<file path="config.mk">
export PLATFORM = sky130hd
export DESIGN_NAME = alu_issue_ctrl
export DESIGN_NICKNAME = d
export VERILOG_FILES = /design/src/rtl/alu_issue_ctrl.sv
export SDC_FILE = /design/constraint.sdc
export NUM_CORES = 1
export LEC_CHECK = 0
export CAP_MARGIN = 20
export CELL_PAD_IN_SITES_DETAIL_PLACEMENT = 0
export CELL_PAD_IN_SITES_GLOBAL_PLACEMENT = 1
export CORE_UTILIZATION = 21
export DETAILED_ROUTE_END_ITERATION = 8
export GPL_TIMING_DRIVEN = 0
export HOLD_SLACK_MARGIN = 0.03
export PLACE_DENSITY = 0.74
export SYNTH_ARGS = -nofsm -noshare
export SYNTH_HDL_FRONTEND = slang
export SYNTH_SLANG_ARGS = --single-unit
</file>
<file path="constraint.sdc">
create_clock -name clk -period 1.45 [get_ports clk]
set_input_delay 0.2175 -clock clk [delete_from_list [all_inputs] [get_ports clk]]
set_output_delay 0.2175 -clock clk [all_outputs]
set_load 0.01 [all_outputs]
</file>
<file path="src/rtl/alu_issue_ctrl.sv">
// alu_issue_ctrl
//   Issue sequencer and two-port round-robin arbiter in front of the shared
//   16-bit arithmetic unit. One operation is in flight at a time:
//     IDLE  -> arbitrate and latch the winning request
//     EXEC  -> drive the ALU inputs; the ALU registers them at the end of EXEC
//     WB_LO -> write the low result word (compare writes nothing), update flags
//     WB_HI -> multiply only: write the high word to dst+1
//   The architectural flag register is updated only from the op that defines
//   each flag, so stale sticky flag outputs from the ALU never leak in.
//
// Ports
//   clk, reset              rising-edge clock, synchronous active-high reset
//   reqN_valid/ready        valid/ready handshake for requester N (0, 1)
//   reqN_op/a/b/dst         operation code, operands, destination register
//   alu_operation/op1/op2   ALU inputs; 0 while idle, held for the whole op
//   alu_result_low/high     ALU registered results
//   alu_flag_en/val         ALU flag outputs (carry, less, equal)
//   wb_en/addr/data         register-file write port
//   flags                   architectural flags {carry, less, equal}
//   done0/done1             pulse on the owning requester's final writeback
//   busy                    an operation is in flight

module alu_issue_ctrl #(
  parameter int DATA_W = 16,
  parameter int REG_AW = 4
) (
  input  logic              clk,
  input  logic              reset,
  input  logic              req0_valid,
  output logic              req0_ready,
  input  logic [3:0]        req0_op,
  input  logic [DATA_W-1:0] req0_a,
  input  logic [DATA_W-1:0] req0_b,
  input  logic [REG_AW-1:0] req0_dst,
  input  logic              req1_valid,
  output logic              req1_ready,
  input  logic [3:0]        req1_op,
  input  logic [DATA_W-1:0] req1_a,
  input  logic [DATA_W-1:0] req1_b,
  input  logic [REG_AW-1:0] req1_dst,
  output logic [3:0]        alu_operation,
  output logic [DATA_W-1:0] alu_op1,
  output logic [DATA_W-1:0] alu_op2,
  input  logic [DATA_W-1:0] alu_result_low,
  input  logic [DATA_W-1:0] alu_result_high,
  input  logic [2:0]        alu_flag_en,
  input  logic [2:0]        alu_flag_val,
  output logic              wb_en,
  output logic [REG_AW-1:0] wb_addr,
  output logic [DATA_W-1:0] wb_data,
  output logic [2:0]        flags,
  output logic              done0,
  output logic              done1,
  output logic              busy
);

  localparam logic [3:0] OP_ADD = 4'h0;
  localparam logic [3:0] OP_MUL = 4'h2;
  localparam logic [3:0] OP_CMP = 4'hb;

  typedef enum logic [1:0] {IDLE, EXEC, WB_LO, WB_HI} state_t;

  typedef struct packed {
    logic [3:0]        op;
    logic [DATA_W-1:0] a;
    logic [DATA_W-1:0] b;
    logic [REG_AW-1:0] dst;
    logic              id;
  } issue_t;

  state_t state, state_nxt;
  issue_t cur, win;
  logic   last_grant;
  logic   grant_vld, grant_id;
  logic   fin;

  // Arbitration: only in IDLE; on contention the requester that did not
  // win last time gets the slot.
  always_comb begin
    grant_vld = 1'b0;
    grant_id  = 1'b0;
    if (state == IDLE) begin
      if (req0_valid && req1_valid) begin
        grant_vld = 1'b1;
        grant_id  = ~last_grant;
      end else if (req0_valid) begin
        grant_vld = 1'b1;
        grant_id  = 1'b0;
      end else if (req1_valid) begin
        grant_vld = 1'b1;
        grant_id  = 1'b1;
      end
    end
  end

  assign req0_ready = grant_vld & ~grant_id;
  assign req1_ready = grant_vld &  grant_id;

  always_comb begin
    if (grant_id) win = '{op: req1_op, a: req1_a, b: req1_b, dst: req1_dst, id: 1'b1};
    else          win = '{op: req0_op, a: req0_a, b: req0_b, dst: req0_dst, id: 1'b0};
  end

  // Next state and writeback sequencing
  always_comb begin
    state_nxt = state;
    wb_en     = 1'b0;
    wb_addr   = '0;
    wb_data   = '0;
    fin       = 1'b0;
    case (state)
      IDLE: if (grant_vld) state_nxt = EXEC;
      EXEC: state_nxt = WB_LO;
      WB_LO: begin
        if (cur.op != OP_CMP) begin
          wb_en   = 1'b1;
          wb_addr = cur.dst;
          wb_data = alu_result_low;
        end
        if (cur.op == OP_MUL) state_nxt = WB_HI;
        else begin
          state_nxt = IDLE;
          fin       = 1'b1;
        end
      end
      WB_HI: begin
        wb_en     = 1'b1;
        wb_addr   = cur.dst + REG_AW'(1);   // 15 wraps to 0
        wb_data   = alu_result_high;
        fin       = 1'b1;
        state_nxt = IDLE;
      end
      default: state_nxt = IDLE;
    endcase
  end

  assign done0 = fin & ~cur.id;
  assign done1 = fin &  cur.id;
  assign busy  = (state != IDLE);

  // ALU inputs come from the latched request and are held until the op ends.
  assign alu_operation = busy ? cur.op : '0;
  assign alu_op1       = busy ? cur.a  : '0;
  assign alu_op2       = busy ? cur.b  : '0;

  always_ff @(posedge clk) begin
    if (reset) begin
      state      <= IDLE;
      cur        <= '0;
      last_grant <= 1'b1;
      flags      <= 3'b000;
    end else begin
      state <= state_nxt;
      if (grant_vld) begin
        cur        <= win;
        last_grant <= grant_id;
      end
      // Results (and flag outputs) belonging to this op are valid in WB_LO.
      if (state == WB_LO) begin
        case (cur.op)
          OP_ADD: if (alu_flag_en[2]) flags[2] <= alu_flag_val[2];
          OP_CMP: flags[1:0] <= alu_flag_en[1:0] & alu_flag_val[1:0];
          default: ;
        endcase
      end
    end
  end

endmodule

</file>
Word level (Yosys, flattened, before mapping)
Cells that the tools add are included.
{"block": "totals", "reg_bits": 47, "inputBits": 122, "out_inout_bits": 65, "word_cells": 53}
{"block": "op_classes", "addsub": 1, "eq_ne": 7, "mux": 22, "bitwise": 8, "reduce_logical": 6}
{"cell": "$mux 16", "n": 3}
{"cell": "$mux 41", "n": 1}
{"cell": "$pmux 16 s2", "n": 1}
{"cell": "$mux 1", "n": 9}
{"cell": "$mux 4", "n": 2}
{"cell": "$pmux 2 s4", "n": 1}
{"cell": "$pmux 4 s2", "n": 1}
{"cell": "$add 4x1->4 const B", "n": 1}
{"cell": "$and 1x1->1", "n": 4}
{"cell": "$eq 2x2->1 const B", "n": 2}
{"cell": "$eq 4x2->1 const B", "n": 1}
{"cell": "$eq 4x4->1 const B", "n": 1}
{"cell": "$logic_not 4->1", "n": 1}
{"cell": "$mux 2", "n": 2}
{"cell": "$ne 4x4->1 const B", "n": 1}
{"cell": "$pmux 1 s2", "n": 2}
{"cell": "$not 1->1", "n": 3}
{"cell": "$reduce_and 3->1", "n": 1}
{"cell": "$and 2x2->2", "n": 1}
{"cell": "$eq 2x1->1 const B", "n": 1}
{"cell": "$logic_not 2->1", "n": 1}
{"cell": "$ne 2x2->1 const B", "n": 1}
{"cell": "$reduce_and 2->1", "n": 1}
{"cell": "$reduce_bool 2->1", "n": 1}
{"cell": "$logic_and 1x1->1", "n": 1}

Depth between registers and ports, before layout
{"block": "logic_depth", "depth_word": 6, "depth_mapped": 7, "depth_no_buf": 4}

Worst setup path before layout
Ideal clock, no wire load.
{"block": "synth_timing", "kind": "register to output", "from": "reg state[1]", "to": "out wb_addr[1]", "t_arrival_ps": 1256, "required_ps": 1233, "setup_slack_ps": -24, "stages_incl_launch_ff": 6, "path_buffers": 2, "path_cell_list": "dfxtp_1 > buf_4 > inv_1 > nor3b_4 > buf_4 > a22o_1"}
{"block": "synth_between", "elab_chain_len": 2, "elab_cells_between_ends": 3, "cone_classes": "2 x eq/ne; 1 x mux"}
{"element": "start, declared", "line": "71", "source": "state_t state, state_nxt;"}
{"element": "start signal, assigned", "line": "153", "source": "state <= state_nxt;"}
{"element": "$eq 2x2->1", "line": "111", "source": "case (state)"}
{"element": "$pmux 4 s2 (*)", "line": "111"}
{"element": "end, declared", "line": "49", "source": "output logic [REG_AW-1:0] wb_addr,"}
Every way passes the cells marked *; elsewhere a longest branch is shown, timed or not.

Worst setup path after layout
{"block": "layout_timing", "from": "reg cur[39] (netlist bit)", "to": "out wb_data[12]"}
{"block": "layout_between", "elab_chain_len": 3}
{"element": "start, declared", "line": "72", "source": "issue_t cur, win;"}
{"element": "start signal, assigned", "line": "155", "source": "cur <= win;"}
{"element": "$ne 4x4->1", "line": "115", "source": "if (cur.op != OP_CMP) begin"}
{"element": "$mux 16", "line": "115"}
{"element": "$pmux 16 s2", "line": "111"}
{"element": "end, declared", "line": "50", "source": "output logic [DATA_W-1:0] wb_data,"}
Every way passes these cells.

==> summary.txt <==
Clock network
  – Clk slew on worst S/H paths: approximately 60 ps
  – Num Clock Sinks: 47
  – Root buf cell: clkbuf_16
  – CTS Hold Bufs: 0
  – Clock buffer depth: 2
  – CTS tree: built
  – Clk_lat worst skew: 280 ps
  – H-Tree Depth: 2
  – CTS Buf Count: 5

Global route
  – Vias in the first global route: about 3700
  – Total global-route track usage: a little under a fifth
  – Total gr overflow: 0
  – Largest net degree at the start of global routing: 13
  – First-pass GRT wire length: ~19000 um
  – Antenna violations before repair: 0

Worst setup path
  – Worst endpoint required time: about 1200 ps
  – Critical Path, Cell by Cell: nand4b_1 -> nor3b_4 -> buf_12 -> buf_6 -> a22o_1 -> buf_2
  – Critical path peak fanout: 6
  – Critical path capture point type: output pin
  – Buf+Inv Stages, Crit Path: 3
  – Worst Path Arrival: 1610 ps
  – Crit-path max cell delay: approximately 350 ps
  – CP Launch Type: flip-flop
  – CP Class: reg -> out
  – Critical-path top delay cell: dfxtp_4
  – CP top delay family: buffers and inverters

Placement
  – Post-detail-place hpwl: around 8600 um
  – PortBufs: ~190
  – Worst slack at placement: -927 ps
  – Routability cong.: approximately 0.74
  – Post-DP Area: around 0.0048 mm2

Layout
  – Final #Nets: ~710
  – Syn-to-layout area delta: 121%
  – # diodes: 0
  – Final Cell Area: ~0.006 mm2
  – Share of cells above drive strength 1: approximately 43%

STA
  – Post-layout min period: 1830 ps
  – Final setup fails: roughly 100
  – Setup tns final: -22630 ps
  – Clk_skew: between 2 and 3 ps
  – Max Fclk: around 550 MHz
  – Worst rel slew slack: roughly 58%
  – Crit share post-route: 126%
  – RSZ-0062 raised after global routing: yes
  – Max Slew Vio Count: 0
  – Final worst slack: -379 ps
  – Actual slew at the worst max-slew pin: between 600 and 700 ps
  – Final hold vios: 0

Yosys
  – Adder-cell area share of the yosys netlist: less than 1%
  – EDFF count, synth: 0
  – Post-synthesis async set-or-reset flop share: 0%
  – Top FF cell, synth: dfxtp_1
  – Post-synthesis compound-gate area fraction: 25.8%
  – Post-synthesis sequential area ratio: between 30% and 40%
  – Gate Count Post-Synth: approximately 350
  – Post-Syn Area per Cell: ~7.7 um2
  – Netlist cell types: 31
  – Post-Synth Simple-Gate Area: a little under a third
  – #FFs+latches synth: 47
  – Combinational family with the most area after synthesis: simple AND/OR/NAND/NOR gates
  – Synth warn: 0
  – Post-Syn Area: around 0.0027 mm2
  – Post-Synth XOR/XNOR Area: less than 1%
  – Synthesized net count: between 400 and 500
  – Multiplexer area fraction after synthesis: 0%

Pwr
  – Leak: 2.36 nW
  – Clock network fraction of total power: 22.0%
  – Net load switching power: approximately 1.6 mW
  – Sw Share: 31.6%
  – Total Power: 4.96 mW
  – Pint: ~3.4 mW
  – Power density cells: between 800 and 900 mW/mm2
  – Maximum VDD drop: about 0.41 mV
  – Sequential power share: a little under a third
  – Gate power share: 47.3%

Outcome
  – Failing checks: setup timing
  – Status: finished, violations left

Floorplanning
  – Die area: ~0.013 mm2
  – Initial Util: 21.6%
  – Height of the die: approximately 120 um
  – Cell Rows: 41
  – Core Box Area: ~0.013 mm2
  – IO Pins: 187
  – Chip width: 116 um

Drt
  – Post-DRT Antenna Nets: 0
  – DRC: 0
  – 1st-iter DRT viols: around 160
  – Total routed wirelength: 13200 um
  – Routed length per placed instance: about 17 um
  – Via count: about 3800
  – DR vias/cell: around 5
  – Drt first pass iters: 4

Flow run
  – MaxCap Viol Count: 0

Hold path
  – Hold Crit Class: in -> reg
## final cells by class
type | count | area [um2]
Fill cell | 1221 | 6600
Timing Repair Buffer | 234 | 2400
Multi-Input combinational cell | 263 | 1970
Sequential cell | 47 | 961
Buffer | 36 | 327
Tap cell | 172 | 215
Clock buffer | 6 | 129
Inverter | 4 | 17.5
## state kept, by name, summed over array words and instances, names as in the netlist
name,count
cur,41
last_grant,1
flags,3
state,2
## layout by cell type, fill, tap and decap left out, drive strengths merged
| cell | instances |
|---|---|
| nor3b | 4 |
| clkbuf | 29 |
| nand4 | 2 |
| a211o | 1 |
| nor4b | 1 |
| nand3 | 84 |
| dfxtp | 47 |
| buf | 124 |
| nor2 | 5 |
| nand3b | 1 |
| ha | 1 |
| and2 | 39 |
| clkdlybuf4s50 | 122 |
| dlygate4sd2 | 1 |
| or3b | 1 |
| and3 | 1 |
| nand2b | 3 |
| a22o | 18 |
| o21ba | 1 |
| nor3 | 1 |
| inv | 4 |
| xnor2 | 1 |
| a21oi | 8 |
| a31oi | 41 |
| nand4b | 1 |
| o21ai | 44 |
| nand2 | 3 |
| a21bo | 1 |
| nor2b | 1 |
## worst paths after layout
kind,startpoint,to,depth (start not counted),slack (ps)
setup / recovery,cur[39]$_SDFFE_PP0P_,wb_data[12],6,-380
hold / removal,reset,flags[1]$_SDFFE_PP0P_,2,370
setup reg to reg,state[0]$_SDFFE_PP0P_,cur[5]$_SDFFE_PP0P_,8,-190
hold reg to reg,flags[1]$_SDFFE_PP0P_,flags[1]$_SDFFE_PP0P_,2,490
## timing repair
action,in CTS,in global routing
cloned,10,3
buffers inserted,34,7
endpoints found under the setup margin,103,106
resized for setup,411,86
pin swaps,85,48
## worst register-to-register path: stages (launching register included)
cell     delay [ps]
dfxtp_4         360
buf_8           130
buf_6           120
nor3b_4         230
buf_4           160
buf_12          150
buf_8           140
nand3_1          80
a31oi_1         200
## Yosys cell counts (all sizes together), types with 2 or more instances
library cell,instances,share of area (%)
inv,4,0.55
nand4,2,0.46
a31oi,41,9.4
o21ai,44,8.1
clkbuf,25,3.4
dfxtp,47,35
nand3,84,15
nand2b,3,0.69
a21oi,8,1.5
nand2,3,0.41
a22o,18,5.8
and2,39,8.9
nor2,5,0.78
buf,14,4.0
nor3b,4,2.3
## stage by stage
stage                     std cells  util, %  hold WS (ps)
final                           762     47.7           366
after global routing            762     47.7           383
after CTS                       758     45.2           358
after detailed placement        710     38.0           475
after global placement          710     38.0           469
after floorplan                 353        -           365
## logic make-up (layout without fill, tap and decap cells)
group | count (synthesis) | after routing
flops | 47 | 47
buf+inv | 43 | 280
xor+xnor | 1 | 1
fa+ha+maj | 1 | 1
simple gates | 147 | 147
compound gates | 114 | 114
## power by group through the flow
stage | logic [mW] | clock network [mW] | registers (mW)
after floorplan | 0.728 | 0 | 1.50
after global placement | 1.52 | 0 | 1.53
after detailed placement | 1.52 | 0 | 1.54
after CTS | 2.15 | 1.11 | 1.52
after global routing | 2.49 | 1.15 | 1.54
final | 2.34 | 1.09 | 1.52
## layer usage
layer / vias to the layer above / wire length [um] / share of wire [%] / track usage [%]
met4: 0 / 224 / 1.7 / 4.53
met3: 17 / 948 / 7.2 / 3.61
li1: 1783 / - / - / -
met1: 1810 / 5370 / 41 / 21.8
met5: - / 0 / 0 / 0
met2: 166 / 6610 / 50 / 34.2
No activity file was read; power rests on OpenSTA's default activity.
